--- config.mk ---
export PLATFORM = sky130hd
export DESIGN_NAME = mips_ctrl_pipe_flat
export DESIGN_NICKNAME = d
export VERILOG_FILES = /design/src/rtl/mips_ctrl_pipe_if.sv /design/src/rtl/mips_ctrl_pipe.sv /design/src/flat_wrapper.sv
export SDC_FILE = /design/constraint.sdc
export NUM_CORES = 1
export LEC_CHECK = 0
export CAP_MARGIN = 15
export CORE_MARGIN = 10
export CORE_UTILIZATION = 33
export CTS_CLUSTER_DIAMETER = 50
export CTS_CLUSTER_SIZE = 24
export DETAILED_ROUTE_END_ITERATION = 6
export GPL_TIMING_DRIVEN = 0
export PLACE_DENSITY_LB_ADDON = 0.08
export SKIP_LAST_GASP = 1
export SYNTH_ARGS = -nofsm -noshare
export SYNTH_HDL_FRONTEND = slang
export SYNTH_SLANG_ARGS = --single-unit
--- constraint.sdc ---
create_clock -name clk -period 1.8 [get_ports clk]
set_input_delay 0.45 -clock clk [delete_from_list [all_inputs] [get_ports clk]]
set_output_delay 0.45 -clock clk [all_outputs]
set_load 0.02 [all_outputs]
--- src/rtl/mips_ctrl_pipe_if.sv ---
`default_nettype none
// ============================================================================
// Module   : mips_ctrl_pipe_if
// Brief    : Decode-side inputs and per-stage control outputs of the MIPS
//            pipeline control carrier, bundled for port connection.
// Revision : 1.0 - initial release
// ============================================================================
interface mips_ctrl_pipe_if #(
    parameter int COUNT_WIDTH = 16
);
    logic [14:0]            ControlSignals;
    logic [4:0]             Rs_ID;
    logic [4:0]             Rt_ID;
    logic [4:0]             Rd_ID;
    logic                   Zero_EX;

    logic [3:0]             ALUOp_EX;
    logic                   ALUSrc_EX;
    logic                   BranchTaken_EX;
    logic                   MemRead_MEM;
    logic                   MemWrite_MEM;
    logic                   RegWrite_MEM;
    logic                   RegWrite_WB;
    logic                   MemtoReg_WB;
    logic                   Jal_WB;
    logic [4:0]             WriteReg_EX;
    logic [4:0]             WriteReg_MEM;
    logic [4:0]             WriteReg_WB;
    logic [1:0]             PCSel_ID;
    logic                   Stall;
    logic                   Flush_IFID;
    logic [COUNT_WIDTH-1:0] StallCount;
    logic [COUNT_WIDTH-1:0] FlushCount;

    // Decoder/datapath side
    modport master (
        output ControlSignals, Rs_ID, Rt_ID, Rd_ID, Zero_EX,
        input  ALUOp_EX, ALUSrc_EX, BranchTaken_EX,
        input  MemRead_MEM, MemWrite_MEM, RegWrite_MEM,
        input  RegWrite_WB, MemtoReg_WB, Jal_WB,
        input  WriteReg_EX, WriteReg_MEM, WriteReg_WB,
        input  PCSel_ID, Stall, Flush_IFID, StallCount, FlushCount
    );

    // Control carrier side
    modport slave (
        input  ControlSignals, Rs_ID, Rt_ID, Rd_ID, Zero_EX,
        output ALUOp_EX, ALUSrc_EX, BranchTaken_EX,
        output MemRead_MEM, MemWrite_MEM, RegWrite_MEM,
        output RegWrite_WB, MemtoReg_WB, Jal_WB,
        output WriteReg_EX, WriteReg_MEM, WriteReg_WB,
        output PCSel_ID, Stall, Flush_IFID, StallCount, FlushCount
    );
endinterface
`default_nettype wire

--- src/rtl/mips_ctrl_pipe.sv ---
`default_nettype none
// ============================================================================
// Module   : mips_ctrl_pipe
// Brief    : Carries the decode control bundle through ID/EX, EX/MEM, MEM/WB
//            and generates load-use stalls, branch squashes and jump redirects.
//            Optional macro MIPS_CTRL_PIPE_PERF_EN adds stall/flush counters.
// Revision : 1.0 - initial release
// ============================================================================
module mips_ctrl_pipe #(
    parameter int COUNT_WIDTH = 16
) (
    input  wire logic        clk,
    input  wire logic        reset,
    mips_ctrl_pipe_if.slave  bus
);

    localparam int c_JR       = 14;
    localparam int c_JAL      = 13;
    localparam int c_JUMP     = 12;
    localparam int c_REGDST   = 11;
    localparam int c_ALUSRC   = 10;
    localparam int c_MEMTOREG = 9;
    localparam int c_REGWRITE = 8;
    localparam int c_MEMREAD  = 7;
    localparam int c_MEMWRITE = 6;
    localparam int c_BRNE     = 5;
    localparam int c_BREQ     = 4;

    localparam logic [1:0] c_PC_SEQ  = 2'b00;
    localparam logic [1:0] c_PC_JUMP = 2'b01;
    localparam logic [1:0] c_PC_JR   = 2'b10;
    localparam logic [4:0] c_RA      = 5'd31;

    typedef struct packed {
        logic       memread;
        logic       memwrite;
        logic       regwrite;
        logic       memtoreg;
        logic       jal;
        logic [4:0] wreg;
    } exmem_t;

    typedef struct packed {
        logic       regwrite;
        logic       memtoreg;
        logic       jal;
        logic [4:0] wreg;
    } memwb_t;

    logic [14:0] idex_ctrl_q, idex_ctrl_d;
    logic [4:0]  idex_wreg_q, idex_wreg_d;
    exmem_t      exmem_q, exmem_d;
    memwb_t      memwb_q, memwb_d;

    logic [4:0]  w_id_wreg;
    logic        w_hazard;
    logic        w_branch_taken;
    logic        w_stall;
    logic        w_flush;
    logic [1:0]  w_pcsel;
    logic        w_unused_ex;

    // Jal forces the link register regardless of RegDst.
    always_comb begin
        w_id_wreg = bus.Rt_ID;
        if (bus.ControlSignals[c_JAL]) begin
            w_id_wreg = c_RA;
        end else if (bus.ControlSignals[c_REGDST]) begin
            w_id_wreg = bus.Rd_ID;
        end
    end

    // Rt is compared even for opcodes that do not read it.
    assign w_hazard = idex_ctrl_q[c_MEMREAD]
                    & (idex_wreg_q != 5'd0)
                    & ((idex_wreg_q == bus.Rs_ID) | (idex_wreg_q == bus.Rt_ID));

    assign w_branch_taken = (idex_ctrl_q[c_BREQ] &  bus.Zero_EX)
                          | (idex_ctrl_q[c_BRNE] & ~bus.Zero_EX);

    always_comb begin
        w_stall     = 1'b0;
        w_flush     = 1'b0;
        w_pcsel     = c_PC_SEQ;
        idex_ctrl_d = bus.ControlSignals;
        idex_wreg_d = w_id_wreg;
        if (w_branch_taken) begin
            w_flush     = 1'b1;
            idex_ctrl_d = '0;
            idex_wreg_d = '0;
        end else if (w_hazard) begin
            // IF/ID is held, so a jump in ID is simply seen again next cycle.
            w_stall     = 1'b1;
            idex_ctrl_d = '0;
            idex_wreg_d = '0;
        end else if (bus.ControlSignals[c_JUMP] | bus.ControlSignals[c_JAL]) begin
            w_pcsel = c_PC_JUMP;
            w_flush = 1'b1;
        end else if (bus.ControlSignals[c_JR]) begin
            w_pcsel = c_PC_JR;
            w_flush = 1'b1;
        end
    end

    always_comb begin
        exmem_d.memread  = idex_ctrl_q[c_MEMREAD];
        exmem_d.memwrite = idex_ctrl_q[c_MEMWRITE];
        exmem_d.regwrite = idex_ctrl_q[c_REGWRITE];
        exmem_d.memtoreg = idex_ctrl_q[c_MEMTOREG];
        exmem_d.jal      = idex_ctrl_q[c_JAL];
        exmem_d.wreg     = idex_wreg_q;

        memwb_d.regwrite = exmem_q.regwrite;
        memwb_d.memtoreg = exmem_q.memtoreg;
        memwb_d.jal      = exmem_q.jal;
        memwb_d.wreg     = exmem_q.wreg;
    end

    always_ff @(posedge clk or negedge reset) begin
        if (!reset) begin
            idex_ctrl_q <= '0;
            idex_wreg_q <= '0;
            exmem_q     <= '0;
            memwb_q     <= '0;
        end else begin
            idex_ctrl_q <= idex_ctrl_d;
            idex_wreg_q <= idex_wreg_d;
            exmem_q     <= exmem_d;
            memwb_q     <= memwb_d;
        end
    end

    // Jump-type bits are consumed in ID; the EX copy only completes the bundle.
    assign w_unused_ex = &{1'b0, idex_ctrl_q[c_JR], idex_ctrl_q[c_JUMP], idex_ctrl_q[c_REGDST]};

    assign bus.ALUOp_EX       = idex_ctrl_q[3:0];
    assign bus.ALUSrc_EX      = idex_ctrl_q[c_ALUSRC];
    assign bus.WriteReg_EX    = idex_wreg_q;
    assign bus.BranchTaken_EX = w_branch_taken;
    assign bus.MemRead_MEM    = exmem_q.memread;
    assign bus.MemWrite_MEM   = exmem_q.memwrite;
    assign bus.RegWrite_MEM   = exmem_q.regwrite;
    assign bus.WriteReg_MEM   = exmem_q.wreg;
    assign bus.RegWrite_WB    = memwb_q.regwrite;
    assign bus.MemtoReg_WB    = memwb_q.memtoreg;
    assign bus.Jal_WB         = memwb_q.jal;
    assign bus.WriteReg_WB    = memwb_q.wreg;
    assign bus.PCSel_ID       = w_pcsel;
    assign bus.Stall          = w_stall;
    assign bus.Flush_IFID     = w_flush;

`ifdef MIPS_CTRL_PIPE_PERF_EN
    logic [COUNT_WIDTH-1:0] stall_cnt_q, stall_cnt_d;
    logic [COUNT_WIDTH-1:0] flush_cnt_q, flush_cnt_d;

    // Saturating counters: they stick at all-ones until reset.
    always_comb begin
        stall_cnt_d = stall_cnt_q;
        flush_cnt_d = flush_cnt_q;
        if (w_stall && (stall_cnt_q != '1)) begin
            stall_cnt_d = stall_cnt_q + COUNT_WIDTH'(1);
        end
        if (w_flush && (flush_cnt_q != '1)) begin
            flush_cnt_d = flush_cnt_q + COUNT_WIDTH'(1);
        end
    end

    always_ff @(posedge clk or negedge reset) begin
        if (!reset) begin
            stall_cnt_q <= '0;
            flush_cnt_q <= '0;
        end else begin
            stall_cnt_q <= stall_cnt_d;
            flush_cnt_q <= flush_cnt_d;
        end
    end

    assign bus.StallCount = stall_cnt_q;
    assign bus.FlushCount = flush_cnt_q;
`else
    assign bus.StallCount = '0;
    assign bus.FlushCount = '0;
`endif

endmodule
`default_nettype wire

--- src/flat_wrapper.sv ---
// flat-port wrapper written by rule: the top's interface ports become plain ports
module mips_ctrl_pipe_flat 
#(
    parameter int COUNT_WIDTH = 16
)
  (clk, reset, bus_ControlSignals, bus_Rs_ID, bus_Rt_ID, bus_Rd_ID, bus_Zero_EX, bus_ALUOp_EX, bus_ALUSrc_EX, bus_BranchTaken_EX, bus_MemRead_MEM, bus_MemWrite_MEM, bus_RegWrite_MEM, bus_RegWrite_WB, bus_MemtoReg_WB, bus_Jal_WB, bus_WriteReg_EX, bus_WriteReg_MEM, bus_WriteReg_WB, bus_PCSel_ID, bus_Stall, bus_Flush_IFID, bus_StallCount, bus_FlushCount);
  mips_ctrl_pipe_if #(.COUNT_WIDTH(COUNT_WIDTH)) bus_i ();
  input  wire logic clk;
  input  wire logic reset;
  input wire logic [$bits(bus_i.ControlSignals)-1:0] bus_ControlSignals;
  input wire logic [$bits(bus_i.Rs_ID)-1:0] bus_Rs_ID;
  input wire logic [$bits(bus_i.Rt_ID)-1:0] bus_Rt_ID;
  input wire logic [$bits(bus_i.Rd_ID)-1:0] bus_Rd_ID;
  input wire logic [$bits(bus_i.Zero_EX)-1:0] bus_Zero_EX;
  output wire logic [$bits(bus_i.ALUOp_EX)-1:0] bus_ALUOp_EX;
  output wire logic [$bits(bus_i.ALUSrc_EX)-1:0] bus_ALUSrc_EX;
  output wire logic [$bits(bus_i.BranchTaken_EX)-1:0] bus_BranchTaken_EX;
  output wire logic [$bits(bus_i.MemRead_MEM)-1:0] bus_MemRead_MEM;
  output wire logic [$bits(bus_i.MemWrite_MEM)-1:0] bus_MemWrite_MEM;
  output wire logic [$bits(bus_i.RegWrite_MEM)-1:0] bus_RegWrite_MEM;
  output wire logic [$bits(bus_i.RegWrite_WB)-1:0] bus_RegWrite_WB;
  output wire logic [$bits(bus_i.MemtoReg_WB)-1:0] bus_MemtoReg_WB;
  output wire logic [$bits(bus_i.Jal_WB)-1:0] bus_Jal_WB;
  output wire logic [$bits(bus_i.WriteReg_EX)-1:0] bus_WriteReg_EX;
  output wire logic [$bits(bus_i.WriteReg_MEM)-1:0] bus_WriteReg_MEM;
  output wire logic [$bits(bus_i.WriteReg_WB)-1:0] bus_WriteReg_WB;
  output wire logic [$bits(bus_i.PCSel_ID)-1:0] bus_PCSel_ID;
  output wire logic [$bits(bus_i.Stall)-1:0] bus_Stall;
  output wire logic [$bits(bus_i.Flush_IFID)-1:0] bus_Flush_IFID;
  output wire logic [$bits(bus_i.StallCount)-1:0] bus_StallCount;
  output wire logic [$bits(bus_i.FlushCount)-1:0] bus_FlushCount;
  assign bus_i.ControlSignals = bus_ControlSignals;
  assign bus_i.Rs_ID = bus_Rs_ID;
  assign bus_i.Rt_ID = bus_Rt_ID;
  assign bus_i.Rd_ID = bus_Rd_ID;
  assign bus_i.Zero_EX = bus_Zero_EX;
  assign bus_ALUOp_EX = bus_i.ALUOp_EX;
  assign bus_ALUSrc_EX = bus_i.ALUSrc_EX;
  assign bus_BranchTaken_EX = bus_i.BranchTaken_EX;
  assign bus_MemRead_MEM = bus_i.MemRead_MEM;
  assign bus_MemWrite_MEM = bus_i.MemWrite_MEM;
  assign bus_RegWrite_MEM = bus_i.RegWrite_MEM;
  assign bus_RegWrite_WB = bus_i.RegWrite_WB;
  assign bus_MemtoReg_WB = bus_i.MemtoReg_WB;
  assign bus_Jal_WB = bus_i.Jal_WB;
  assign bus_WriteReg_EX = bus_i.WriteReg_EX;
  assign bus_WriteReg_MEM = bus_i.WriteReg_MEM;
  assign bus_WriteReg_WB = bus_i.WriteReg_WB;
  assign bus_PCSel_ID = bus_i.PCSel_ID;
  assign bus_Stall = bus_i.Stall;
  assign bus_Flush_IFID = bus_i.Flush_IFID;
  assign bus_StallCount = bus_i.StallCount;
  assign bus_FlushCount = bus_i.FlushCount;
  mips_ctrl_pipe #(.COUNT_WIDTH(COUNT_WIDTH)) u_core (.clk(clk), .reset(reset), .bus(bus_i));
endmodule
==> flow_summary.toml <==
[floorplan]
floorplan.die.width_um = 89.0
die-area_mm2 = 0.00793
num_rows = 25
core_region_area_mm2 = 0.00466
die_h_um = 89.0
io_pins = 96
initial_core_utilization_pct = 33.7

[drt]
dr_total_vias = 1171
drt_first_pass_iters = 3
totalWireLength_um = 3970
per_cell_routed_wire_length_um = 13.3
detail_route.iter0.violations = 6
ant_nets = 0
drt-vias-per-instance = 3.92
detail_route.drc_violations = 0

[sta]
timing.max_slew.rel_slack_pct = 51.0
skew_ns = 0.00375
fin_crit_ns = 2.32
fin_crit_sh_pct = 129
timing.final.setup_violations = 5
finalHoldViolCount = 0
maxSlewViolCount = 0
setup_tns_final_ns = -1.98
tightestPinTransition_ns = 0.735
fmaxAchievable_mhz = 431
rsz0062_at_grt = "true"
timing.final.ws_setup_ns = -0.519

[grt]
globalRouteOverflowTotal = 0
grt_pass1_vias = 1292
grt_first_pass_wirelength_um = 6000
grtUsageTotal_pct = 9.98
grt_max_degree = 36
antenna_violations_before_repair = 0

[critical_path]
timing.rr.start = "u_core.bus.WriteReg_EX[1]$_DFF_PN0_"
reg2regPathDepth = 6
critical_path.endpoint_type = "primary output"
critical_setup_path_kind = "reg -> out"
path_common_cell = "sky130_fd_sc_hd__buf_6"
required_ns = 1.35
critPathMaxFanout = 3
crit_slowest_cell = "sky130_fd_sc_hd__or4_4"
critical-path-max-stage-delay_ns = 0.53
cp-start-kind = "flip-flop"
sequence_of_cells_on_the_critical_path = "or4_4 -> o21ai_4 -> nor2_4 -> buf_6 -> nor3_4 -> buf_6"
cp.arrival_ns = 1.87
critical_path.reg2reg.endpoint = "u_core.bus.WriteReg_EX[2]$_DFF_PN0_"
reg2reg_setup_slack_ns = 0.04

[clocking]
cts_num_sinks = 35
cts-hold-fix-buffers = 0
clkTransAtPathRegs_ns = 0.07
insertion_delay_ns = 0.28
max-clock-path-buffers = 2
tritoncts_clock_tree = "built"
h_tree_depth_reported_by_cts = 2
cts-root-buf = "sky130_fd_sc_hd__clkbuf_8"
cts_made_buffers = 5

[synthesis]
synth_top_cell_by_area = "sky130_fd_sc_hd__dfrtp_1"
synth-seq-area-share_pct = 55.7
synth.lib_cells_used.distinct = 21
synth.area.top_cells = "sky130_fd_sc_hd__dfrtp_1 56%, sky130_fd_sc_hd__buf_4 20%, sky130_fd_sc_hd__xor2_1 5.6%, sky130_fd_sc_hd__and3_1 3.6%, sky130_fd_sc_hd__nor3_1 2.9%"
synth.cell_area_mm2 = 0.00157
yosys_register_bits = 35
synth-edff-count = 0
yosysWarnings = 0
synth_top_cell_area_share_pct = 55.7
syn-mean-instance-area_um2 = 11.6
async_sr_flop_fraction_pct = 100
syn-instance-count = 136
dominantRegCellSynth = "sky130_fd_sc_hd__dfrtp_1"

[pwr]
power.density_cell_area_mw_per_mm2 = 914
total_leakage_power_nw = 1.39
total_power_w = 0.00245
ir_worst_vdd_v = 0.000333

[placement]
io_buffers = 61
hpwlAfterDp_um = 3200
place.gp.congestion = 0.716

[job]
drv.max_cap_violation_count = 0

[final_layout]
n_fill_cell = 406
utilization_pct = 57.4
layout.nets = 277
syn_to_final_growth_pct = 70.0
layout-drive-gt1-share_pct = 35.5
antenna_cells_inserted = 0

[run_status]
failing_checks = "setup timing"
outcome = "finished with violations"

[hold_path]
min-delay-path-class = "in -> async"
==> worst max path at each step <==
stage,startpoint,end,cells past startpoint
3_3_place_gp,bus_Zero_EX,bus_PCSel_ID[1],6
5_1_grt,u_core.bus.WriteReg_EX[3]$_DFF_PN0_,bus_PCSel_ID[0],6
6_report,u_core.bus.WriteReg_EX[1]$_DFF_PN0_,bus_PCSel_ID[0],6
4_1_cts,u_core.bus.WriteReg_EX[1]$_DFF_PN0_,bus_PCSel_ID[0],6
2_1_floorplan,u_core.bus.WriteReg_EX[1]$_DFF_PN0_,bus_PCSel_ID[0],4
3_5_place_dp,bus_Zero_EX,bus_PCSel_ID[1],6
==> layout make-up <==
class                   count  area (um2)  share of cell area [%]
multi-input cells          86         559                    20.9
repair buffers             70         698                    26.1
flip-flops and latches     35         882                    33.0
clock buffers               6        82.6                    3.09
plain buffers              45         340                    12.7
inverters                   1        8.76                   0.328
well taps                  54        67.6                    2.53
clock inverters             2        35.0                    1.31
==> layout by cell type, fill, tap and decap left out, types with 5 or more instances in the layout <==
| cell | Yosys | final |
|---|---|---|
| sky130_fd_sc_hd__buf_4 | 41 | 48 |
| sky130_fd_sc_hd__clkdlybuf4s50_1 | 0 | 35 |
| sky130_fd_sc_hd__conb_1 | 1 | 32 |
| sky130_fd_sc_hd__dfrtp_1 | 35 | 30 |
| sky130_fd_sc_hd__dlygate4sd2_1 | 0 | 11 |
| sky130_fd_sc_hd__xor2_1 | 10 | 10 |
| sky130_fd_sc_hd__and3_1 | 9 | 9 |
| sky130_fd_sc_hd__dlymetal6s2s_1 | 0 | 9 |
| sky130_fd_sc_hd__clkbuf_8 | 0 | 7 |
| sky130_fd_sc_hd__nor3_1 | 9 | 6 |
| sky130_fd_sc_hd__buf_6 | 1 | 6 |
| sky130_fd_sc_hd__nor2b_1 | 5 | 5 |
| sky130_fd_sc_hd__a211oi_1 | 5 | 5 |
| sky130_fd_sc_hd__dfrtp_2 | 0 | 5 |
==> synthesized netlist by cell type, drive strengths merged, types with 2 or more instances <==
library cell,number
buf,44
dfrtp,35
and3,12
xor2,10
nor3,9
nor2,6
a211oi,5
nor2b,5
o21ai,2
==> what timing repair did <==
action / in CTS / in global routing
gates cloned: 0 / 0
endpoints found under the setup margin: 17 / 28
gates resized for setup: 46 / 12
hold endpoints to repair: 0 / 0
buffers inserted: 9 / 0
pin swaps: 9 / 5
==> power breakdown <==
part / leakage (nW) / total, W / internal, W / switching (W)
clock: 0.0612 / 0.000718 / 0.000448 / 0.000270
sequential: 0.422 / 0.000958 / 0.000898 / 0.0000594
combinational: 0.904 / 0.000770 / 0.000391 / 0.000378
total: 1.39 / 0.00245 / 0.00174 / 0.000707
==> per-stage QoR <==
stage | instances | hold slack (ns) | area [um2] | worst slack (ns)
2_1_floorplan | 167 | 0.154 | 1750 | -0.136
3_3_place_gp | 282 | 0.332 | 2430 | -1.25
3_5_place_dp | 282 | 0.335 | 2430 | -1.27
4_1_cts | 299 | 0.256 | 2650 | -0.571
5_1_grt | 299 | 0.287 | 2670 | -0.588
6_report | 299 | 0.231 | 2670 | -0.519
==> kinds of logic (layout without fill, tap and decap cells) <==
| family | count (synthesis) | after routing | share of synthesized area [%] |
|---|---|---|---|
| AND/OR/NAND/NOR | 35 | 35 | 12.9 |
| multiplexers | 1 | 1 | 0.636 |
| XOR/XNOR | 10 | 10 | 5.57 |
| buffers and inverters | 46 | 124 | 21.2 |
| flip-flops | 35 | 35 | 55.7 |
| AO/OA/AOI/OAI | 8 | 8 | 3.74 |
| other | 1 | 32 | 0.238 |
==> state kept, by name, summed over array words and instances, names as in the netlist <==
name / cells
u_core.bus.MemtoReg_WB: 1
u_core.bus.RegWrite_MEM: 1
u_core.bus.MemRead_MEM: 1
u_core.idex_ctrl_q: 12
u_core.bus.WriteReg_WB: 5
u_core.exmem_q: 2
u_core.bus.RegWrite_WB: 1
u_core.bus.MemWrite_MEM: 1
u_core.bus.WriteReg_MEM: 5
u_core.bus.Jal_WB: 1
u_core.bus.WriteReg_EX: 5
==> critical path: cells and delay by family, from the launching register on <==
family	cells	cell delay, ns
DFF	1	0.43
and+or+nand+nor	3	0.72
buffers and inverters	2	0.27
AOI/OAI and AO/OA	1	0.17
==> metal layers <==
layer  routed length [um]  vias to the layer above  track usage, %
met2                 2010                       55            16.5
li1                     -                      591               -
met3                  494                        2            6.56
met4                   40                        0            4.05
met1                 1430                      523            9.72
met5                    0                        -               0
(Power assumes the default switching activity.)
